--- config.mk ---
export PLATFORM = sky130hd
export DESIGN_NAME = ps2_cmd_latch
export DESIGN_NICKNAME = d
export VERILOG_FILES = /design/src/rtl/ps2_cmd_latch_pkg.sv /design/src/rtl/ps2_cmd_latch_match.sv /design/src/rtl/ps2_cmd_latch.sv
export SDC_FILE = /design/constraint.sdc
export NUM_CORES = 1
export LEC_CHECK = 0
export CORE_MARGIN = 3
export CORE_UTILIZATION = 42
export DETAILED_ROUTE_END_ITERATION = 8
export PLACE_DENSITY = 0.64
export SKIP_CTS_REPAIR_TIMING = 1
export SLEW_MARGIN = 0
export SYNTH_ARGS = -nofsm -noshare
export SYNTH_HDL_FRONTEND = slang
export SYNTH_SLANG_ARGS = --single-unit
--- constraint.sdc ---
create_clock -name clk -period 4.95 [get_ports clk]
set_input_delay 1.2375 -clock clk [delete_from_list [all_inputs] [get_ports clk]]
set_output_delay 1.2375 -clock clk [all_outputs]
set_load 0.1 [all_outputs]
--- src/rtl/ps2_cmd_latch_pkg.sv ---
// Shared scan codes, FSM state encoding and the default command table for the
// PS/2 command latch.
package ps2_cmd_latch_pkg;

   localparam logic [7:0] PS2_BRK = 8'hF0;
   localparam logic [7:0] PS2_EXT = 8'hE0;

   localparam logic [7:0] PS2_A = 8'h1C;
   localparam logic [7:0] PS2_Z = 8'h1A;
   localparam logic [7:0] PS2_X = 8'h22;
   localparam logic [7:0] PS2_D = 8'h23;
   localparam logic [7:0] PS2_C = 8'h21;
   localparam logic [7:0] PS2_F = 8'h2B;
   localparam logic [7:0] PS2_V = 8'h2A;

   typedef enum logic [1:0] {
      ST_IDLE    = 2'd0,
      ST_BRK     = 2'd1,
      ST_EXT     = 2'd2,
      ST_EXT_BRK = 2'd3
   } ps2_state_e;

   // Default table, entry 0 in the LSBs: A->ch0=3, Z->ch0=1, X->ch0=0,
   // D->ch1=1, C->ch1=0, F->ch2=1, V->ch2=0.
   localparam int DEF_NUM_CMD = 7;
   localparam logic [DEF_NUM_CMD*8-1:0] DEF_CMD_CODE =
      {PS2_V, PS2_F, PS2_C, PS2_D, PS2_X, PS2_Z, PS2_A};
   localparam logic [DEF_NUM_CMD*2-1:0] DEF_CMD_CH =
      {2'd2, 2'd2, 2'd1, 2'd1, 2'd0, 2'd0, 2'd0};
   localparam logic [DEF_NUM_CMD*2-1:0] DEF_CMD_VAL =
      {2'd0, 2'd1, 2'd0, 2'd1, 2'd0, 2'd1, 2'd3};

   function automatic int idx_width(input int n);
      return (n > 1) ? $clog2(n) : 1;
   endfunction

endpackage

--- src/rtl/ps2_cmd_latch_match.sv ---
// Combinational command-table search; the lowest-index matching entry wins.
module ps2_cmd_latch_match
   import ps2_cmd_latch_pkg::*;
#(
   parameter int NUM_CMD = DEF_NUM_CMD,
   parameter int CH_W    = 2,
   parameter int CHI_W   = 2,
   parameter int IDX_W   = idx_width(NUM_CMD),
   parameter logic [NUM_CMD*8-1:0]     CMD_CODE = DEF_CMD_CODE,
   parameter logic [NUM_CMD*CHI_W-1:0] CMD_CH   = DEF_CMD_CH,
   parameter logic [NUM_CMD*CH_W-1:0]  CMD_VAL  = DEF_CMD_VAL
) (
   input  logic [7:0]       code,
   output logic             hit,
   output logic [IDX_W-1:0] idx,
   output logic [CHI_W-1:0] ch,
   output logic [CH_W-1:0]  val
);

   // Scan from the top so a lower-index match overwrites any higher one.
   always_comb begin
      hit = 1'b0;
      idx = '0;
      ch  = '0;
      val = '0;
      for (int i = NUM_CMD - 1; i >= 0; i--) begin
         if (CMD_CODE[i*8 +: 8] == code) begin
            hit = 1'b1;
            idx = IDX_W'(i);
            ch  = CMD_CH[i*CHI_W +: CHI_W];
            val = CMD_VAL[i*CH_W +: CH_W];
         end
      end
   end

endmodule

--- src/rtl/ps2_cmd_latch.sv ---
// PS/2 command decoder: prefix FSM, prefix timeout and per-channel status latches.
//
//  state      | meaning
//  ST_IDLE    | waiting for a make code or a prefix byte
//  ST_BRK     | F0 seen, next byte is a released key (ignored)
//  ST_EXT     | E0 seen, next byte is an extended make code or F0
//  ST_EXT_BRK | E0 F0 seen, next byte is a released extended key (ignored)
module ps2_cmd_latch
   import ps2_cmd_latch_pkg::*;
#(
   parameter int NUM_CH     = 3,
   parameter int CH_W       = 2,
   parameter int CHI_W      = 2,
   parameter int NUM_CMD    = DEF_NUM_CMD,
   parameter logic [NUM_CMD*8-1:0]     CMD_CODE = DEF_CMD_CODE,
   parameter logic [NUM_CMD*CHI_W-1:0] CMD_CH   = DEF_CMD_CH,
   parameter logic [NUM_CMD*CH_W-1:0]  CMD_VAL  = DEF_CMD_VAL,
   parameter logic [NUM_CH*CH_W-1:0]   CH_INIT  = '0,
   parameter int IGNORE_EXT = 1,
   parameter int PREFIX_TO  = 100000,
   localparam int IDX_W     = idx_width(NUM_CMD)
) (
   input  logic                   clk,
   input  logic                   reset,
   input  logic                   rx_valid,
   input  logic [7:0]             rx_data,
   output logic [NUM_CH*CH_W-1:0] ch_value,
   output logic                   cmd_hit,
   output logic [IDX_W-1:0]       cmd_idx,
   output logic                   unknown,
   output logic                   proto_err
);

   localparam int CNT_W = $clog2(PREFIX_TO + 1);
   localparam logic [CNT_W-1:0] TO_LAST = CNT_W'(PREFIX_TO - 1);

   ps2_state_e       state, state_nxt;
   logic [CNT_W-1:0] to_cnt;
   logic             lookup, timeout;

   logic             m_hit;
   logic [IDX_W-1:0] m_idx;
   logic [CHI_W-1:0] m_ch;
   logic [CH_W-1:0]  m_val;

   ps2_cmd_latch_match #(
      .NUM_CMD  (NUM_CMD),
      .CH_W     (CH_W),
      .CHI_W    (CHI_W),
      .IDX_W    (IDX_W),
      .CMD_CODE (CMD_CODE),
      .CMD_CH   (CMD_CH),
      .CMD_VAL  (CMD_VAL)
   ) u_match (
      .code (rx_data),
      .hit  (m_hit),
      .idx  (m_idx),
      .ch   (m_ch),
      .val  (m_val)
   );

   always_ff @(posedge clk) begin
      if (reset) state <= ST_IDLE;
      else       state <= state_nxt;
   end

   // A byte always beats a timeout that lands in the same cycle.
   always_comb begin
      state_nxt = state;
      lookup    = 1'b0;
      timeout   = 1'b0;
      if (rx_valid) begin
         case (state)
            ST_IDLE: begin
               if (rx_data == PS2_BRK)      state_nxt = ST_BRK;
               else if (rx_data == PS2_EXT) state_nxt = ST_EXT;
               else                         lookup    = 1'b1;
            end
            ST_EXT: begin
               if (rx_data == PS2_BRK) begin
                  state_nxt = ST_EXT_BRK;
               end else begin
                  state_nxt = ST_IDLE;
                  lookup    = (IGNORE_EXT == 0);
               end
            end
            default: state_nxt = ST_IDLE;
         endcase
      end else if (state != ST_IDLE && to_cnt == TO_LAST) begin
         timeout   = 1'b1;
         state_nxt = ST_IDLE;
      end
   end

   always_ff @(posedge clk) begin
      if (reset || rx_valid || state == ST_IDLE || timeout)
         to_cnt <= '0;
      else if (to_cnt != {CNT_W{1'b1}})
         to_cnt <= to_cnt + 1'b1;
   end

   always_ff @(posedge clk) begin
      if (reset) begin
         ch_value  <= CH_INIT;
         cmd_idx   <= '0;
         cmd_hit   <= 1'b0;
         unknown   <= 1'b0;
         proto_err <= 1'b0;
      end else begin
         cmd_hit   <= lookup && m_hit;
         unknown   <= lookup && !m_hit;
         proto_err <= timeout;
         if (lookup && m_hit) begin
            cmd_idx <= m_idx;
            // Entries aimed past the last channel match but write nothing.
            for (int k = 0; k < NUM_CH; k++) begin
               if (m_ch == CHI_W'(k))
                  ch_value[k*CH_W +: CH_W] <= m_val;
            end
         end
      end
   end

endmodule

==> out/summary.txt <==
Post-Synth XOR/XNOR Area -> 9.467%
Num CTS Buffers -> 5
CP Capture Type -> primary output
CTS Root Cell -> clkbuf_4
Status -> finished, final reports clean
Sequential share of power -> 51.6%
Worst path bufs/invs -> 1
Main combinational cell family by area after synthesis -> simple AND/OR/NAND/NOR gates
Mux cell area share after synthesis -> 5.072%
Fin. Hold Viols -> 0
Period utilisation layout -> 61.60%
Max-Cap Viols -> 0
Avg Inst Size Synth -> 8.707 sq um
Leak -> 0.6572 nW
RSZ-0062 raised after global routing -> false
Vias in the first global route -> 1164
Mapped Area -> 0.001480 sq mm
Slowest stage delay, CP -> 1.14 ns
# nets final -> 208
Crit Path Max Fanout -> 2
Final Core Density -> 56.91%
Worst path cell trace -> clkdlybuf4s50_1
Slew HR -> 34.44%
Adder-cell area share of the yosys netlist -> 1.691%
Router iterations before antenna repair -> 4
Critical path class -> reg2out
Vias -> 1247
Final setup margin -> 1.901 ns
Synth area leader -> dfxtp_1
WHS Path Cells -> 2
EDFF count, synth -> 0
Setup TNS -> 0 ns
Number of endpoints failing setup at the final stage -> 0
DR iter-0 viols -> 88
Most frequent cells in the layout -> 31 x dfxtp_1, 26 x nor2_1, 22 x clkdlybuf4s50_1
Place WS -> 1.563 ns
Max clock buf depth -> 2
Final Max Slew Viols -> 0
R2R Setup Slk -> 2.56 ns
Die ar. -> 0.004273 sq mm
Top_reg_cell synth -> dfxtp_1
Final Instance Area -> 0.001823 sq mm
Hold Crit Start -> ch_value[2]
Reg2Reg Launch Point -> to_cnt[6]
Worst Max-Slew Pin Slew -> 0.9803 ns
Crit Reg-Reg Endpoint -> to_cnt[13]
Total GRT Usage -> 15.12%
DR WL/cell -> 11.99 um
Initial antenna violation count -> 0
CTS tree -> built
Critical-path top delay cell -> clkdlybuf4s50_1
First-pass GRT wire length -> 4899 um
Hold Path Class -> reg2reg
Synth Register Bits -> 31
Placed Cells -> 232
CP arrival -> 1.81 ns
Worst IR Drop VDD -> 161.8 uV
FF-to-FF path depth -> 10
Die width -> 65.37 um
Synth Area in Compound Gates -> 7.861%
H-tree depth -> 2
Die Height -> 65.37 um
DRC violation count after routing -> 0
Final min period -> 3.049 ns
Most common cell after layout, fill and taps aside -> dfxtp_1
Yosys warnings -> 0
Power Dens Cells -> 265.5 mW/mm^2
CP delay by family, top -> buffers and inverters
Setup crit start kind -> flip-flop
Yosys top cell area share -> 41.93%
Sw power -> 0.1021 mW
Drt total wl -> 2878 um
Worst-skew pair later-pin latency -> 0.32 ns
GRT Residual Overflow -> 0
Core Box Area -> 0.003203 sq mm
Post-synthesis simple-gate area fraction -> 31.95%
Synth-to-Final Area Change -> 23.16%
IO Pins -> 23
Critical Path RT -> 3.71 ns
Non-filler cells, final -> 240
Min-Delay Endpoint -> ch_value[2]
Reg clk slew, reported paths -> 0.10 ns
DR vias/cell -> 5.196
Sw Ratio -> 21.08%
Total power -> 0.4841 mW
Internal power -> 0.3820 mW
Antenna viol nets, final -> 0
Fraction of registers with async set/reset -> 0%
Clock skew -> 0.009595 ns
Area contributors post-synth -> dfxtp_1 42%, nor2_1 6.6%, xor2_1 6.5%
Initial Util -> 46.21%
Fmax -> 327.9 MHz
Hold_ws -> 0.4865 ns
Comb power frac -> 6.2%
Synth cell types -> 36
Synth Net Count -> 183
Ant. Diodes -> 0
Detail Placement HPWL -> 2189 um
Buffers on Ports -> 22
Register area share after synthesis -> 41.93%
Synthesized instance count -> 170
Largest net degree at the start of global routing -> 18
Power share of the clock group -> 42.2%
Share of layout cells above drive strength 1 -> 6.122%
Row count -> 20
Area after DPL -> 0.001737 sq mm
Routability cong. -> 0.9437
Clock Sinks -> 31
[cell families (layout without fill, tap and decap cells)]
logic type / after synthesis / after routing
fa+ha+maj: 2 / 2
compound gates: 15 / 15
mux: 7 / 7
simple gates: 92 / 92
xor+xnor: 16 / 16
buf+inv: 7 / 33
flops: 31 / 31
[final cells by class]
class	instances	area, sq um
Clock buffer	6	51.30
Clock inverter	2	35.03
Fill cell	315	1380
Inverter	3	11.26
Multi-Input combinational cell	132	829.5
Sequential cell	31	620.6
Tap cell	44	55.05
Timing Repair Buffer	22	220.2
[cells in the mapped netlist (2+ instances only)]
cell	count
nand3_1	11
xor2_1	11
dfxtp_1	31
and2_1	2
nor2b_1	5
a31oi_1	2
xnor2_1	5
o21ai_0	2
and3_1	2
ha_1	2
and3b_1	3
nor2_1	26
nor4b_1	2
clkbuf_1	3
nor4_1	3
a21oi_1	4
mux2i_1	6
nand2b_1	5
nand2_1	16
nand4_1	4
nor3_1	8
inv_1	3
[routing by layer]
metal  share of wire [%]  track usage [%]
met5                   0                0
met1                  49            18.44
met4                0.90            8.808
met3                 5.7            5.983
met2                  44            22.38
[registers in the layout, indices dropped and copies added (netlist names)]
signal,cells
cmd_hit,1
unknown,1
to_cnt,17
state,2
ch_value,6
proto_err,1
cmd_idx,3
[power by group through the flow]
stage	combinational [mW]	sequential (mW)	clock (mW)
2_1_floorplan	0.0120	0.260	0
3_3_place_gp	0.0294	0.256	0
3_5_place_dp	0.0296	0.256	0
4_1_cts	0.0299	0.250	0.212
5_1_grt	0.0319	0.250	0.226
6_report	0.0300	0.250	0.204
[worst max path at each step]
stage | start | slack [ns] | end | cells past startpoint
6_report | ch_value[4] | 1.90 | ch_value[4] | 1
5_1_grt | ch_value[2] | 1.82 | ch_value[2] | 1
4_1_cts | ch_value[4] | 1.88 | ch_value[4] | 1
3_5_place_dp | rx_data[1] | 1.56 | ch_value[1] | 6
3_3_place_gp | rx_data[1] | 1.61 | ch_value[1] | 6
2_1_floorplan | rx_data[1] | 2.23 | ch_value[1] | 6
No activity file was read; power rests on OpenSTA's default activity.
